===== src/rtl/ila_refcheck_seq.sv =====
// ila_refcheck_seq
//   Control and sequencing core for ILA-vs-RTL refinement-check wrappers.
//   Issues a single start pulse, counts cycles since start, walks a chain of
//   N_STEP instruction windows (each ending at its own cycle), records sticky
//   per-mapping mismatches at each window end and flags a timeout when the
//   counter saturates before the final window closes.
//
//   Optional feature (macro REFCHECK_MEM_EN): adds mem_eq_i / mem_mismatch_o,
//   a sticky abstract-memory compare result folded into pass/fail.
//
// Ports
//   clk, rst        clock, synchronous active-high reset
//   issue_i         request to begin the check (honoured once per reset)
//   end_cycles_i    packed end cycle per step, step k at [k*CNT_W +: CNT_W]
//   map_eq_i        per-mapping equality (ILA variable vs RTL signal)
//   map_en_i        per-mapping enable, sampled at each step end
//   start_o         one-cycle start pulse
//   started_o       sticky, high from the cycle after start
//   cycle_cnt_o     cycles since start, saturating at MAX_CYC
//   step_o          active step index
//   step_end_o      current step ends this cycle (combinational)
//   iend_o          final step ends this cycle (combinational)
//   ended_o         sticky, set after the final step end
//   ended2_o        sticky, one cycle behind ended_o
//   reseted_o       sticky, high after any reset cycle
//   compare_o       iend_o | ended_o, drives the abstract-memory compare
//   mismatch_o      sticky per-mapping failure record
//   timeout_o       sticky, counter saturated before the final step ended
//   pass_o, fail_o  overall verdict
module ila_refcheck_seq #(
  parameter int CNT_W   = 4,
  parameter int MAX_CYC = 6,
  parameter int N_MAP   = 16,
  parameter int N_STEP  = 2,
  localparam int STEP_W = (N_STEP > 1) ? $clog2(N_STEP) : 1
) (
  input  logic                    clk,
  input  logic                    rst,
  input  logic                    issue_i,
  input  logic [N_STEP*CNT_W-1:0] end_cycles_i,
  input  logic [N_MAP-1:0]        map_eq_i,
  input  logic [N_MAP-1:0]        map_en_i,
`ifdef REFCHECK_MEM_EN
  input  logic                    mem_eq_i,
  output logic                    mem_mismatch_o,
`endif
  output logic                    start_o,
  output logic                    started_o,
  output logic [CNT_W-1:0]        cycle_cnt_o,
  output logic [STEP_W-1:0]       step_o,
  output logic                    step_end_o,
  output logic                    iend_o,
  output logic                    ended_o,
  output logic                    ended2_o,
  output logic                    reseted_o,
  output logic                    compare_o,
  output logic [N_MAP-1:0]        mismatch_o,
  output logic                    timeout_o,
  output logic                    pass_o,
  output logic                    fail_o
);

  typedef enum logic [1:0] {IDLE, START, RUN, DONE} state_t;

  state_t           state, state_nx;
  logic [CNT_W-1:0] cur_end;
  logic             last_step;
  logic             at_max;

  always_ff @(posedge clk) begin
    if (rst) state <= IDLE;
    else     state <= state_nx;
  end

  // issue_i only matters in IDLE; once started the sequence never returns
  // there except through reset, so start_o cannot pulse twice.
  always_comb begin
    state_nx = state;
    case (state)
      IDLE:    if (issue_i) state_nx = START;
      START:   state_nx = RUN;
      RUN:     if (iend_o) state_nx = DONE;
      DONE:    state_nx = DONE;
      default: state_nx = IDLE;
    endcase
  end

  assign start_o   = (state == START);
  assign started_o = (state == RUN) || (state == DONE);

  always_comb begin
    cur_end = '0;
    for (int unsigned k = 0; k < N_STEP; k++)
      if (step_o == STEP_W'(k)) cur_end = end_cycles_i[k*CNT_W +: CNT_W];
  end

  assign last_step  = (step_o == STEP_W'(N_STEP - 1));
  assign at_max     = (cycle_cnt_o == CNT_W'(MAX_CYC));
  assign step_end_o = started_o & reseted_o & ~ended_o & (cycle_cnt_o == cur_end);
  assign iend_o     = step_end_o & last_step;
  assign compare_o  = iend_o | ended_o;

  always_ff @(posedge clk) begin
    if (rst) begin
      cycle_cnt_o <= '0;
      step_o      <= '0;
      ended_o     <= 1'b0;
      ended2_o    <= 1'b0;
      mismatch_o  <= '0;
      timeout_o   <= 1'b0;
      reseted_o   <= 1'b1;
    end else begin
      if ((start_o | started_o) && (cycle_cnt_o < CNT_W'(MAX_CYC)))
        cycle_cnt_o <= cycle_cnt_o + 1'b1;
      if (step_end_o) begin
        mismatch_o <= mismatch_o | (map_en_i & ~map_eq_i);
        if (!last_step) step_o <= step_o + 1'b1;
      end
      if (iend_o) ended_o <= 1'b1;
      if (ended_o) ended2_o <= 1'b1;
      // A step end at the saturation cycle suppresses timeout, so a final
      // step landing exactly on MAX_CYC still counts as a clean end.
      if (at_max && started_o && !ended_o && !step_end_o) timeout_o <= 1'b1;
    end
  end

`ifdef REFCHECK_MEM_EN
  always_ff @(posedge clk) begin
    if (rst)                       mem_mismatch_o <= 1'b0;
    else if (compare_o && !mem_eq_i) mem_mismatch_o <= 1'b1;
  end

  assign fail_o = (|mismatch_o) | timeout_o | mem_mismatch_o;
  assign pass_o = ended_o & ~(|mismatch_o) & ~timeout_o & ~mem_mismatch_o;
`else
  assign fail_o = (|mismatch_o) | timeout_o;
  assign pass_o = ended_o & ~(|mismatch_o) & ~timeout_o;
`endif

endmodule


===== config.mk =====
export PLATFORM = sky130hd
export DESIGN_NAME = ila_refcheck_seq
export DESIGN_NICKNAME = d
export VERILOG_FILES = /design/src/rtl/ila_refcheck_seq.sv
export SDC_FILE = /design/constraint.sdc
export NUM_CORES = 1
export LEC_CHECK = 0
export ABC_CLOCK_PERIOD_IN_PS = 4500
export BUFFER_PORTS_ARGS = -buffer_cell sky130_fd_sc_hd__buf_2
export CORE_AREA = 2 2 75 77
export DETAILED_ROUTE_END_ITERATION = 6
export DIE_AREA = 0 0 77 79
export GPL_TIMING_DRIVEN = 0
export PLACE_DENSITY = 0.61
export SLEW_MARGIN = 20
export SYNTH_ARGS = -nofsm -noshare
export SYNTH_HDL_FRONTEND = slang
export SYNTH_SLANG_ARGS = --single-unit
export TNS_END_PERCENT = 20

===== constraint.sdc =====
create_clock -name clk -period 4.5 [get_ports clk]
set_input_delay 0.45 -clock clk [delete_from_list [all_inputs] [get_ports clk]]
set_output_delay 0.45 -clock clk [all_outputs]
set_load 0.02 [all_outputs]

==> results.py, run 1 <==
metrics = {
    "route": {
        "detail_route.first_pass.iterations": 4,
        "drt-initial-drc-count": 33,
        "finalWirelength_um": 3308,
        "avgViaCountPerCell": 4.255,
        "routed-via-count": 1217,
        "ant_nets": 0,
        "wire_per_inst_um": 11.57,
        "drc_errors": 0,
    },
    "critical_path": {
        "worst_path_arrival_time_ns": 1.97,
        "worst-path-max-fanout": 6,
        "critical_path.endpoint_type": "output pin",
        "kind_of_start_point_of_the_critical_path": "flip-flop",
        "crit_required_ns": 4.05,
        "critPathKind": "flip-flop to output pin",
    },
    "layout": {
        "mostFrequentLayoutCell": "sky130_fd_sc_hd__buf_2",
        "antenna_diode_instance_count": 0,
        "area_growth_syn_to_layout_pct": 40.33,
        "mostFrequentLayoutCells": "sky130_fd_sc_hd__buf_2, sky130_fd_sc_hd__inv_1, sky130_fd_sc_hd__dfxtp_1, sky130_fd_sc_hd__nor2_1, sky130_fd_sc_hd__o32ai_2",
        "finalNetCount": 260,
        "final_design_area_no_fill_sq_um": 1815,
        "drive_above_1_share": 0.4299,
        "final_cell_count_no_fill": 286,
    },
    "timing": {
        "finalSetupViolations": 0,
        "finalHoldViolations": 0,
        "tightest_slew_ns": 0.5839,
        "final.min_clock_period_ns": 2.418,
        "final.setup.tns_ns": 0,
        "period_share": 0.5374,
        "timing.final.max_slew_violations": 0,
        "skew_ns": 0.006761,
        "clock.fmax_ghz": 0.4135,
        "setup_repair_after_global_routing_missed_its_margin": "false",
        "worst_slew_margin_rel": 0.6107,
    },
    "synth": {
        "postSynthCellCount": 138,
        "netlist_area_sq_um": 1294,
        "dominantRegCellSynth": "sky130_fd_sc_hd__dfxtp_1",
        "synth_warnings": 0,
        "postSynthNetCount": 183,
        "sequential_fraction_of_the_synthesis_area": 0.4023,
        "async_reset_ff_frac": 0,
        "synth_cell_type_count": 34,
        "syn_avg_cell_area_sq_um": 9.375,
        "yosys_register_bits": 26,
        "number_of_enable_flip_flop_cells_after_synthesis": 0,
    },
    "cts": {
        "htree_levels": 1,
        "clock_pin_slew_worst_setup_and_hold_paths_ns": 0.10,
        "cts_root_buf": "sky130_fd_sc_hd__clkbuf_8",
        "cts_hold_buf": 0,
        "cts_buffers": 3,
        "clkLatencyLatePin_ns": 0.27,
        "clock-sinks": 26,
        "cts_tree": "built",
        "cts.path.max_buffers": 2,
        "post_cts.repair.setup_buffers": 0,
        "cts.repair.resized": 0,
    },
    "global_route": {
        "grt_overflow_total": 0,
        "antenna_found_initial": 0,
        "grt.met2_usage": 0.1965,
        "grt_pass1_vias": 1138,
        "grt_util_met1": 0.1381,
        "grt_max_degree": 16,
        "grt_pass1_wl_um": 5430,
        "grtUsageMet3": 0.01477,
        "gr_busiest_metal": "met2",
        "global_route.usage.total": 0.1115,
    },
    "power": {
        "power.density_nw_per_um2": 284.7,
        "max-vdd-ir-drop_mv": 0.1644,
        "cellLeakagePower_nw": 0.8662,
        "finalPower_mw": 0.5169,
    },
    "placement": {
        "dp.final_hpwl_um": 2619,
        "finalWeightedCongestion": 0.7402,
        "numPortBuffers": 72,
        "placed_cells_incl_taps": 282,
        "placement.cell_area_sq_um": 1744,
    },
    "die": {
        "initial_utilization": 0.2424,
        "ios": 75,
        "rows": 27,
        "core-area_sq_um": 5338,
        "dieWidth_um": 77,
        "floorplan.die.height_um": 79,
        "design.die.area_sq_um": 6083,
    },
    "outcome": {
        "run_status": "completed",
    },
    "flow_run": {
        "max_cap_viol_count": 0,
    },
    "worst_hold_path": {
        "hold_path.class": "primary input to flip-flop",
    },
}
-- Yosys cell counts, types with 3 or more instances --
library cell,number,share of area
sky130_fd_sc_hd__o32ai_2,9,0.11
sky130_fd_sc_hd__inv_1,37,0.11
sky130_fd_sc_hd__nor2_1,10,0.029
sky130_fd_sc_hd__dfxtp_1,26,0.40
sky130_fd_sc_hd__nor4_1,3,0.015
sky130_fd_sc_hd__clkbuf_1,4,0.012
sky130_fd_sc_hd__xnor2_1,5,0.034
sky130_fd_sc_hd__o32ai_1,7,0.047
sky130_fd_sc_hd__mux2i_1,3,0.023
sky130_fd_sc_hd__nand2_1,3,0.0087
-- worst max-delay path: stages, from the launching register on --
cell                      delay, ns
sky130_fd_sc_hd__dfxtp_1       0.35
sky130_fd_sc_hd__buf_6         0.14
sky130_fd_sc_hd__mux2i_1       0.21
sky130_fd_sc_hd__xor2_1        0.35
sky130_fd_sc_hd__nand3_1       0.16
sky130_fd_sc_hd__nor4b_1       0.27
sky130_fd_sc_hd__buf_2         0.22
-- registers in the layout (all words and copies together) (netlist names) --
name	flops
state	2
ended_o	1
timeout_o	1
ended2_o	1
step_o	1
cycle_cnt_o	4
mismatch_o	16
-- worst paths after layout --
check	start	to	slack (ns)	cells past startpoint
setup / recovery	step_o	step_end_o	2.08	6
hold / removal	map_eq_i[1]	mismatch_o[1]	0.36	2
hold reg to reg	mismatch_o[1]	mismatch_o[1]	0.48	2
setup reg to reg	step_o	mismatch_o[10]	2.72	6
-- cell families after synthesis --
family | count (synthesis) | share of synthesized area
multiplexers | 5 | 0.04255
other | 1 | 0.002899
adder cells (fa/ha/maj) | 2 | 0.01934
AO/OA/AOI/OAI | 24 | 0.2031
AND/OR/NAND/NOR | 28 | 0.1315
buffers and inverters | 45 | 0.1451
XOR/XNOR | 7 | 0.05319
flip-flops | 26 | 0.4023
-- per-stage QoR --
step	util	worst slack, ns	hold WS [ns]
6_report	0.3401	2.082	0.3612
4_1_cts	0.3401	2.038	0.3521
3_5_place_dp	0.3268	2.336	0.4673
5_1_grt	0.3401	1.897	0.3434
2_1_floorplan	-	2.052	0.4664
3_3_place_gp	0.3268	2.344	0.4528
-- power breakdown --
| part | switching (mW) | internal (mW) | total (mW) |
|---|---|---|---|
| registers | 0.00733 | 0.235 | 0.243 |
| logic | 0.0427 | 0.0345 | 0.0771 |
| clock network | 0.0780 | 0.119 | 0.197 |
| total | 0.128 | 0.389 | 0.517 |
-- per-layer routing --
layer	vias to the layer above	wire length, um
met5	-	0
met4	0	34
met3	2	137
met2	33	1663
met1	570	1473
li1	612	-
-- area by class of cell --
cell class | instances | area [sq um]
clock buffers | 3 | 41.29
plain buffers | 8 | 48.80
inverters | 37 | 138.9
fillers | 602 | 3522
well taps | 72 | 90.09
flip-flops and latches | 26 | 520.5
multi-input cells | 67 | 585.6
repair buffers | 72 | 360.3
clock inverters | 1 | 30.03
Note: power is estimated with default switching activity, not from simulation.
==> run 2: changes to the inputs <==
--- a/config.mk
+++ b/config.mk
@@ -5,13 +5,13 @@
 export SDC_FILE = /design/constraint.sdc
 export NUM_CORES = 1
 export LEC_CHECK = 0
-export ABC_CLOCK_PERIOD_IN_PS = 4500
+export ABC_CLOCK_PERIOD_IN_PS = 2200
 export BUFFER_PORTS_ARGS = -buffer_cell sky130_fd_sc_hd__buf_2
 export CORE_AREA = 2 2 75 77
 export DETAILED_ROUTE_END_ITERATION = 6
 export DIE_AREA = 0 0 77 79
 export GPL_TIMING_DRIVEN = 0
-export PLACE_DENSITY = 0.61
+export PLACE_DENSITY = 0.63
 export SLEW_MARGIN = 20
 export SYNTH_ARGS = -nofsm -noshare
 export SYNTH_HDL_FRONTEND = slang
==> constraint.sdc (replaced) <==
create_clock -name clk -period 2.2 [get_ports clk]
set_input_delay 0.22 -clock clk [delete_from_list [all_inputs] [get_ports clk]]
set_output_delay 0.22 -clock clk [all_outputs]
set_load 0.02 [all_outputs]
==> results.py, run 2 (synthesis gave the netlist of run 1 again) <==
metrics = {
    "placement": {
        "numPortBuffers": 72,
        "finalWeightedCongestion": 0.7734,
        "dp.final_hpwl_um": 2648,
    },
    "timing": {
        "finalHoldViolations": 0,
        "worst_slew_margin_rel": 0.5802,
        "finalSetupViolations": 0,
        "skew_ns": 0.003194,
        "period_share": 0.9323,
        "tightest_slew_ns": 0.6297,
        "clock.fmax_ghz": 0.4875,
        "final.setup.tns_ns": 0,
        "timing.final.max_slew_violations": 0,
        "final.min_clock_period_ns": 2.051,
        "hold_slack_ns": 0.1344,
    },
    "worst_hold_path": {
        "hold_path.class": "primary input to flip-flop",
    },
    "flow_run": {
        "max_cap_viol_count": 0,
    },
    "route": {
        "ant_nets": 0,
        "avgViaCountPerCell": 4.240,
        "routed-via-count": 1221,
        "drt-initial-drc-count": 21,
        "finalWirelength_um": 3460,
        "detail_route.first_pass.iterations": 4,
        "drc_errors": 0,
        "wire_per_inst_um": 12.01,
    },
    "power": {
        "max-vdd-ir-drop_mv": 0.3537,
        "cellLeakagePower_nw": 0.8944,
        "power.density_nw_per_um2": 574.2,
    },
    "die": {
        "initial_utilization": 0.2424,
        "ios": 75,
        "design.die.area_sq_um": 6083,
        "core-area_sq_um": 5338,
        "rows": 27,
        "floorplan.die.height_um": 79,
        "dieWidth_um": 77,
    },
    "layout": {
        "mostFrequentLayoutCell": "sky130_fd_sc_hd__buf_2",
        "finalNetCount": 262,
        "drive_above_1_share": 0.4630,
        "top_regs": "mismatch_o x16, cycle_cnt_o x4, state x2",
        "largest_register_ff_count": 16,
        "postLayoutCoreUtil": 0.3516,
        "mostFrequentLayoutCells": "sky130_fd_sc_hd__buf_2, sky130_fd_sc_hd__inv_1, sky130_fd_sc_hd__dfxtp_1, sky130_fd_sc_hd__nor2_1, sky130_fd_sc_hd__o32ai_2",
        "area_growth_syn_to_layout_pct": 45.07,
        "antenna_diode_instance_count": 0,
        "regMostFlops": "mismatch_o",
    },
    "global_route": {
        "antenna_found_initial": 0,
        "global_route.usage.total": 0.1142,
        "grt_overflow_total": 0,
        "grt_pass1_vias": 1139,
        "grt_pass1_wl_um": 5485,
        "grt_max_degree": 16,
    },
    "critical_path": {
        "crit_required_ns": 1.98,
        "worst_path_arrival_time_ns": 1.83,
        "r2r_slack_ns": 0.41,
        "worst-path-max-fanout": 6,
        "kind_of_start_point_of_the_critical_path": "flip-flop",
        "critical_path.endpoint_type": "output pin",
        "critPathKind": "flip-flop to output pin",
    },
    "cts": {
        "cts_hold_buf": 0,
        "clock-sinks": 26,
        "clock_pin_slew_worst_setup_and_hold_paths_ns": 0.09,
        "cts_tree": "built",
        "cts_buffers": 3,
        "htree_levels": 1,
        "clkLatencyLatePin_ns": 0.27,
        "cts.path.max_buffers": 2,
        "cts_root_buf": "sky130_fd_sc_hd__clkbuf_8",
    },
    "outcome": {
        "run_status": "completed",
    },
}
run 2: layout make-up:
| class | instances | area (sq um) |
|---|---|---|
| Fill cell | 582 | 3461 |
| Sequential cell | 26 | 520.5 |
| Multi-Input combinational cell | 67 | 631.9 |
| Timing Repair Buffer | 74 | 375.4 |
| Clock buffer | 3 | 41.29 |
| Inverter | 37 | 138.9 |
| Clock inverter | 1 | 30.03 |
| Buffer | 8 | 48.80 |
| Tap cell | 72 | 90.09 |
run 2: metal layers:
| layer | track usage | up-vias | wire [um] |
|---|---|---|---|
| li1 | - | 617 | - |
| met1 | 0.1440 | 560 | 1635 |
| met2 | 0.1956 | 40 | 1602 |
| met3 | 0.01591 | 4 | 168 |
| met4 | 0.05000 | 0 | 53 |
| met5 | 0 | - | 0 |
run 2: critical path, cell delays in order, from the launching register on:
cell	delay, ns
sky130_fd_sc_hd__dfxtp_1	0.35
sky130_fd_sc_hd__buf_6	0.14
sky130_fd_sc_hd__mux2i_1	0.28
sky130_fd_sc_hd__xnor2_2	0.19
sky130_fd_sc_hd__nand3_1	0.16
sky130_fd_sc_hd__nor4b_2	0.23
sky130_fd_sc_hd__buf_2	0.20
run 2: timing repair:
| action | CTS | global route |
|---|---|---|
| resized for setup | 0 | 6 |
| buffers inserted | 0 | 2 |
| endpoints found under the setup margin | 0 | 5 |
run 2: path summary, 6_finish.rpt:
kind / depth (start not counted) / startpoint / end
worst max-delay path: 6 / step_o / step_end_o
worst min-delay path: 2 / map_eq_i[6] / mismatch_o[6]
worst max register to register: 6 / cycle_cnt_o[3] / mismatch_o[11]
worst min register to register: 2 / ended2_o / ended2_o
run 2: stage by stage:
stage,setup slack (ns),instance area [sq um],cells,total power [mW]
floorplan,0.2423,1300,138,0.6002
global placement,0.3327,1750,282,0.6658
detailed placement,0.3451,1750,282,0.6684
CTS,0.01532,1822,286,1.082
global route,-0.01941,1877,288,1.135
finish,0.1488,1877,288,1.078
run 2: report_power, final:
part / internal (mW) / switching, mW
registers: 0.481 / 0.0157
clock network: 0.244 / 0.163
logic: 0.0814 / 0.0922
